File: config.mk
export PLATFORM = sky130hd
export DESIGN_NAME = pipe_hazard_ctrl
export DESIGN_NICKNAME = d
export VERILOG_FILES = /design/src/rtl/hazard_pkg.sv /design/src/rtl/mdu_busy_timer.sv /design/src/rtl/pipe_hazard_ctrl.sv
export SDC_FILE = /design/constraint.sdc
export NUM_CORES = 1
export LEC_CHECK = 0
export CAP_MARGIN = 10
export CORE_MARGIN = 3
export CORE_UTILIZATION = 50
export DETAILED_ROUTE_END_ITERATION = 6
export DONT_BUFFER_PORTS = 1
export PLACE_DENSITY = 0.69
export SYNTH_ARGS = -nofsm -noshare
export SYNTH_HDL_FRONTEND = slang
export SYNTH_SLANG_ARGS = --single-unit
File: constraint.sdc
create_clock -name clk -period 4.8 [get_ports clk]
set_input_delay 0.48 -clock clk [delete_from_list [all_inputs] [get_ports clk]]
set_output_delay 0.48 -clock clk [all_outputs]
set_load 0.005 [all_outputs]
File: src/rtl/hazard_pkg.sv
// rtl/hazard_pkg.sv - shared types and constants for the pipeline hazard controller
package hazard_pkg;

  typedef enum logic {
    RUN      = 1'b0,
    MDU_BUSY = 1'b1
  } hz_state_e;

  // Which priority case drives the pipeline controls this cycle
  typedef enum logic [2:0] {
    HZ_RESET,
    HZ_HOLD,
    HZ_REDIRECT,
    HZ_LOAD_USE,
    HZ_MDU,
    HZ_RUN
  } hz_case_e;

  localparam int REG_ZERO = 0;

  function automatic int mdu_timer_w(input int cycles);
    return $clog2(cycles);
  endfunction

endpackage

File: src/rtl/mdu_busy_timer.sv
// rtl/mdu_busy_timer.sv - MDU occupancy timer; busy while the count is non-zero
module mdu_busy_timer
  import hazard_pkg::*;
#(
  parameter int MDU_CYCLES = 32
) (
  input  logic clk,
  input  logic rst_n,
  input  logic load,
  output logic busy
);

  localparam int TW = mdu_timer_w(MDU_CYCLES);

  logic [TW-1:0] timer_q, timer_d;
  hz_state_e     state_q, state_d;

  always_ff @(posedge clk) begin
    if (!rst_n) begin
      timer_q <= '0;
      state_q <= RUN;
    end else begin
      timer_q <= timer_d;
      state_q <= state_d;
    end
  end

  // A load in the same cycle as the final decrement wins
  always_comb begin
    timer_d = timer_q;
    if (load) begin
      timer_d = TW'(MDU_CYCLES - 1);
    end else if (timer_q != '0) begin
      timer_d = timer_q - TW'(1);
    end
    state_d = (timer_d != '0) ? MDU_BUSY : RUN;
  end

  always_comb begin
    busy = (state_q == MDU_BUSY);
  end

endmodule

File: src/rtl/pipe_hazard_ctrl.sv
// rtl/pipe_hazard_ctrl.sv - load-use / MDU / redirect hazard controller with stall counter
module pipe_hazard_ctrl
  import hazard_pkg::*;
#(
  parameter int MDU_CYCLES = 32,
  parameter int CNT_W      = 16,
  parameter int REG_W      = 5
) (
  input  logic             clk,
  input  logic             rst_n,
  input  logic [REG_W-1:0] id_rs,
  input  logic [REG_W-1:0] id_rt,
  input  logic             id_uses_rs,
  input  logic             id_uses_rt,
  input  logic             id_mdu_start,
  input  logic             id_mdu_use,
  input  logic             ex_MemR,
  input  logic [REG_W-1:0] ex_reg_rd,
  input  logic             ex_redirect,
  input  logic             mem_hold,
  output logic             PC_WR,
  output logic             IF_ID_WR,
  output logic             IF_ID_FLUSH,
  output logic             ID_EX_WR,
  output logic             ID_EX_FLUSH,
  output logic             mdu_busy,
  output logic [CNT_W-1:0] stall_cycles
);

  logic             timer_busy;
  logic             lu_hit;
  logic             mdu_hit;
  logic             mdu_load;
  hz_case_e         hz_case;
  logic [CNT_W-1:0] stall_cnt_q, stall_cnt_d;

  mdu_busy_timer #(
    .MDU_CYCLES(MDU_CYCLES)
  ) u_mdu_timer (
    .clk  (clk),
    .rst_n(rst_n),
    .load (mdu_load),
    .busy (timer_busy)
  );

  always_comb begin
    lu_hit  = ex_MemR && (ex_reg_rd != REG_W'(REG_ZERO)) &&
              ((id_uses_rs && (id_rs == ex_reg_rd)) || (id_uses_rt && (id_rt == ex_reg_rd)));
    mdu_hit = timer_busy && id_mdu_use;
    if (!rst_n)           hz_case = HZ_RESET;
    else if (mem_hold)    hz_case = HZ_HOLD;
    else if (ex_redirect) hz_case = HZ_REDIRECT;
    else if (lu_hit)      hz_case = HZ_LOAD_USE;
    else if (mdu_hit)     hz_case = HZ_MDU;
    else                  hz_case = HZ_RUN;
  end

  always_comb begin
    PC_WR       = 1'b0;
    IF_ID_WR    = 1'b0;
    IF_ID_FLUSH = 1'b0;
    ID_EX_WR    = 1'b0;
    ID_EX_FLUSH = 1'b0;
    case (hz_case)
      HZ_REDIRECT: begin
        PC_WR       = 1'b1;
        IF_ID_WR    = 1'b1;
        IF_ID_FLUSH = 1'b1;
        ID_EX_WR    = 1'b1;
        ID_EX_FLUSH = 1'b1;
      end
      HZ_LOAD_USE, HZ_MDU: begin
        ID_EX_WR    = 1'b1;
        ID_EX_FLUSH = 1'b1;
      end
      HZ_RUN: begin
        PC_WR    = 1'b1;
        IF_ID_WR = 1'b1;
        ID_EX_WR = 1'b1;
      end
      default: ;
    endcase
  end

  // Only an MDU op that really moves into EX starts the timer; redirect squashes it
  always_comb begin
    mdu_load = (hz_case == HZ_RUN) && id_mdu_start;
    mdu_busy = rst_n && timer_busy;
  end

  always_comb begin
    stall_cnt_d = stall_cnt_q;
    if (((hz_case == HZ_LOAD_USE) || (hz_case == HZ_MDU)) && (stall_cnt_q != '1)) begin
      stall_cnt_d = stall_cnt_q + CNT_W'(1);
    end
  end

  always_ff @(posedge clk) begin
    if (!rst_n) begin
      stall_cnt_q <= '0;
    end else begin
      stall_cnt_q <= stall_cnt_d;
    end
  end

  assign stall_cycles = stall_cnt_q;

endmodule

==> results of run 1 <==
-- critical path, cell delays in order, from the launching register on --
cell and delay [ps]:
dfxtp_1 450, ha_1 260, nand4_1 120, nor4_1 440, nor3b_2 110, a21oi_2 860, o311ai_0 280, o41ai_1 110
-- layout make-up --
class | instances | area (µm²)
clock inverters | 1 | 30.0
inverters | 6 | 22.5
multi-input cells | 124 | 757
clock buffers | 3 | 22.5
flip-flops and latches | 22 | 440
well taps | 28 | 35.0
fillers | 228 | 1010
-- per-layer routing --
layer | vias to the layer above | share of wire | GRT usage
met5 | - | 0 | 0
met4 | 0 | 0.0067 | 0.0542
met3 | 2 | 0.075 | 0.0391
met2 | 30 | 0.49 | 0.301
met1 | 531 | 0.43 | 0.214
li1 | 570 | - | -
-- per-stage QoR --
| step | hold slack (ps) | cells |
|---|---|---|
| finish | 317 | 184 |
| global route | 298 | 184 |
| CTS | 304 | 184 |
| detailed placement | 513 | 180 |
| global placement | 511 | 180 |
| floorplan | 481 | 159 |
-- final timing paths --
kind | start | end | slack, ps | cells after the start
setup / recovery | stall_cycles[0] | stall_cycles[15] | 2060 | 7
hold / removal | rst_n | stall_cycles[10] | 320 | 2
setup reg to reg | stall_cycles[0] | stall_cycles[15] | 2060 | 7
hold reg to reg | stall_cycles[11] | stall_cycles[11] | 530 | 2
-- synth_stat cells (3+ instances only) --
cell,n
dfxtp_1,22
nor2_1,16
a21oi_1,13
nand2_1,13
xnor2_1,12
nand4_1,7
or3_1,7
inv_1,6
nand3_1,6
o21ai_1,6
o31ai_1,5
or4_1,5
clkbuf_1,4
nor3_1,4
nand2b_1,3
o21a_1,3
-- state kept, by name (all words and copies together), names as in the netlist --
signal,flops
stall_cycles,16
u_mdu_timer.busy,1
u_mdu_timer.timer_q,5
-- cell families (layout without fill, tap and decap cells) --
logic type | Yosys count | count (layout)
compound gates | 38 | 38
xor+xnor | 13 | 13
fa+ha+maj | 2 | 2
buf+inv | 13 | 10
flops | 22 | 22
mux | 2 | 2
simple gates | 69 | 69
-- power by group --
| part | leakage, nW | internal, mW | switching, mW |
|---|---|---|---|
| sequential | 0.178 | 0.200 | 0.0151 |
| combinational | 0.203 | 0.0565 | 0.0727 |
| clock | 0.0279 | 0.0843 | 0.0535 |
-- cells in the final DEF (no fill, tap or decap), drive strengths merged --
master,count
and2b,1
o41ai,1
dfxtp,22
a21boi,2
nand2,13
o21ai,8
o21a,3
nand2b,3
nor4,2
o211ai,1
or3,7
clkbuf,3
nand3,6
bufinv,1
o311ai,1
nand4,7
nor3b,1
a21oi,14
nor2,16
and2,2
and3,2
xnor2,12
ha,2
or4,5
mux2i,2
a211oi,1
inv,6
o22ai,1
xor2,1
o31ai,5
nor3,4
a221oi,1
==> impl_metrics.yaml, run 1 <==
clocking:
  numCtsBuffers: 3
  clk_pin_slew_worst_paths_ps: 120
  clkLatencyLatePin_ps: 300
  cts_setup_buffers: 0
  hold_buffers: 0
  cts_resized: 0
  htreeDepth: 1
  cts_sinks: 22
  cts_root_buf: "clkbuf_4"
  cts_tree: "built"
  clk_path_buf_depth: 2
placement:
  port_buffers: 0
  postPlaceCellArea_um2: 1250
  dp_slack_ps: 2110
  place_hpwl_um: 2120
  gp_congestion: 0.802
logic_synthesis:
  yosys_warnings: 0
  yosysTopAreaCellShare: 0.347
  synth_seq_area_share: 0.347
  yosys.area.top_type: "dfxtp_1"
  syn-num-nets: 185
  synth-simple-area-share: 0.285
  synthDistinctLibCells: 36
  async_flop_share: 0
  synth_edf_count: 0
  synth_seq_cells: 22
  synth_top_family_by_area: "simple AND/OR/NAND/NOR gates"
  synth_ff_type: "dfxtp_1"
  synthMuxAreaShare: 0.0158
  synth_compound_area_frac: 0.186
  synth_xor_area_frac: 0.0897
  postSynthCellCount: 159
  synth.avg_cell_area_um2: 7.98
  synth_area_um2: 1270
  synth_fa_ha_area_frac: 0.0197
  synth_area_leaders: "dfxtp_1 35%, xnor2_1 8.3%, a21oi_1 5.1%, nor2_1 4.7%, nand2_1 3.8%"
timing:
  fin_ws_ps: 2060
  rsz0062_at_grt: "false"
  worst_pin_slew_ps: 1130
  tns_ps: 0
  hold_viol: 0
  fmax_mhz: 365
  skew_ps: 6.04
  slew_violations: 0
  post-route-min-period_ps: 2740
  setup_viol_count_final: 0
  final_min_period_over_clock_period: 0.570
  slew_headroom: 0.244
grt:
  grt_pass1_vias: 1088
  antenna_found_initial: 0
  grt_pass1_wl_um: 4600
  overflow: 0
  grt_max_degree: 30
  grtUsageTotal: 0.174
floorplanning:
  core_area_um2: 2320
  fp-row-count: 17
  initial_utilization: 0.547
  die_h_um: 56.4
  dieArea_um2: 3180
  die_width_um: 56.4
  ioPinCount: 46
worst_setup_path:
  endpoint_kind: "register"
  start_kind: "register"
  crit_type: "register to register"
  worst_ep_required_time_ps: 5000
  path_max_fanout: 29
  cp.arrival_ps: 2940
final_layout:
  layout-drive-gt1-share: 0.0449
  post-route-util: 0.564
  area_growth_pct: 3.06
  fin_nets: 183
  fin_area_um2: 1310
  diodes: 0
route:
  dr.pass1.iters: 4
  drt_iter0_markers: 19
  wl_per_cell_um: 14.7
  drc: 0
  vias: 1133
  ant_nets: 0
  wl_um: 2700
  via_per_inst: 6.16
run:
  drv_cap: 0
run_status:
  outcome: "complete, no violations"
worst_hold_path:
  hold_class: "input pin to register"
power_and_ir_drop:
  power_density_nw_per_um2: 369
  p_total_uw: 482
  ir_drop_v: 0.000193
  leakagePower_nw: 0.409
Power figures use the tool's default switching activity.
==> run 2, diff against run 1 <==
Clock period 4.8 ns to 2.8 ns, I/O delays scaled along.
==> run 2 against run 1 <==
Net effect:
- combinational power up 70%
- sequential share of layout area up 0.23 points
- critical path depth unchanged
- global-route usage increased by 0.18 points
- non-clock buffer count grew 1
- sequential cell count stayed put
- die area did not move
- sequential power is 72% higher
- final cell count up 0.54%
- clock power is 25% higher
- critical path type unchanged
==> impl_metrics.yaml, run 2 (synthesis gave the netlist of run 1 again) <==
floorplanning:
  ioPinCount: 46
  dieArea_um2: 3180
  die_width_um: 56.4
  core_area_um2: 2320
  initial_utilization: 0.547
  die_h_um: 56.4
  fp-row-count: 17
timing:
  slew_headroom: 0.575
  skew_ps: 2.85
  rsz0062_at_grt: "false"
  tns_ps: 0
  final_min_period_over_clock_period: 0.784
  setup_viol_count_final: 0
  worst_pin_slew_ps: 636
  post-route-min-period_ps: 2200
  fmax_mhz: 455
  slew_violations: 0
  hold_viol: 0
route:
  vias: 1143
  wl_per_cell_um: 14.9
  via_per_inst: 6.18
  dr.pass1.iters: 7
  wl_um: 2760
  drt_iter0_markers: 45
  drc: 0
  ant_nets: 0
worst_setup_path:
  crit_type: "register to register"
  endpoint_kind: "register"
  worst_ep_required_time_ps: 2980
  path_max_fanout: 29
  start_kind: "register"
  cp.arrival_ps: 2380
power_and_ir_drop:
  seq_power_share: 0.486
  p_sw_uw: 239
  pwr-share-comb: 0.288
  leakagePower_nw: 0.406
  switching_share: 0.315
  internal_power_uw: 520
  power_density_nw_per_um2: 584
  ir_drop_v: 0.000326
  pwr-share-clk: 0.226
  p_total_uw: 759
final_layout:
  layout-drive-gt1-share: 0.0510
  fillers: 217
  regArea_um2: 440
  multi_input_area_um2: 757
  area_growth_pct: 2.37
  fin_nets: 184
  final_cell_mix: "22 x dfxtp_1, 16 x nor2_1, 13 x nand2_1, 13 x a21oi_1, 12 x xnor2_1"
  mostFrequentLayoutCell: "dfxtp_1"
  diodes: 0
  largest_register_ffs: 16
grt:
  overflow: 0
  grt_max_degree: 30
  grt_pass1_wl_um: 4630
  grtUsageTotal: 0.176
  antenna_found_initial: 0
  grt_pass1_vias: 1111
clocking:
  clk_pin_slew_worst_paths_ps: 120
  cts_setup_buffers: 0
  clk_path_buf_depth: 2
  clkLatencyLatePin_ps: 300
  cts_sinks: 22
  htreeDepth: 1
  hold_buffers: 0
  cts_root_buf: "clkbuf_4"
  numCtsBuffers: 3
  cts_resized: 0
  cts_tree: "built"
run:
  drv_cap: 0
placement:
  port_buffers: 0
  place_hpwl_um: 2110
  gp_congestion: 0.773
worst_hold_path:
  hold_class: "input pin to register"
run_status:
  outcome: "complete, no violations"
run 2: changes by cell type in the layout (fill, tap and decap cells not counted), sizes merged:
cell    change
buf         +1
bufinv      -1
clkbuf      +1
run 2: power by group through the flow:
stage	Clock (mW)	Sequential (mW)	Combinational, mW
finish	0.172	0.369	0.219
global placement	0	0.373	0.207
detailed placement	0	0.376	0.218
global route	0.191	0.373	0.253
CTS	0.177	0.368	0.220
floorplan	0	0.370	0.190
run 2: cell type report:
| class | count | share of cell area |
|---|---|---|
| repair buffers | 1 | 0.00578 |
| well taps | 28 | 0.0270 |
| flip-flops and latches | 22 | 0.339 |
| multi-input cells | 124 | 0.583 |
| inverters | 6 | 0.0173 |
| clock buffers | 4 | 0.0279 |
run 2: layer usage:
layer	part of all wire	GRT usage
met1	0.42	0.225
met2	0.48	0.280
met3	0.088	0.0483
met4	0.0083	0.0678
met5	0	0
run 2: per-stage QoR:
step | hold WS, ps | cells | utilization | setup slack (ps) | area (µm²)
detailed placement | 444 | 181 | 0.545 | 644 | 1260
finish | 115 | 185 | 0.560 | 604 | 1300
global route | 127 | 185 | 0.560 | 410 | 1300
global placement | 432 | 181 | 0.545 | 775 | 1260
floorplan | 427 | 159 | - | 880 | 1270
CTS | 113 | 185 | 0.560 | 625 | 1300
run 2: critical path, cell delays in order (launching register included):
cell	delay [ps]
dfxtp_1	450
nand4_1	270
nor4_1	540
nor3b_2	110
a21oi_2	150
buf_4	280
mux2i_1	210
nor2_1	50
run 2: path summary, 6_finish.rpt:
kind	start	endpoint	slack, ps	cells past startpoint
max	stall_cycles[6]	stall_cycles[1]	600	7
min	rst_n	stall_cycles[10]	120	2
max reg2reg	stall_cycles[6]	stall_cycles[1]	600	7
min reg2reg	stall_cycles[11]	stall_cycles[11]	530	2
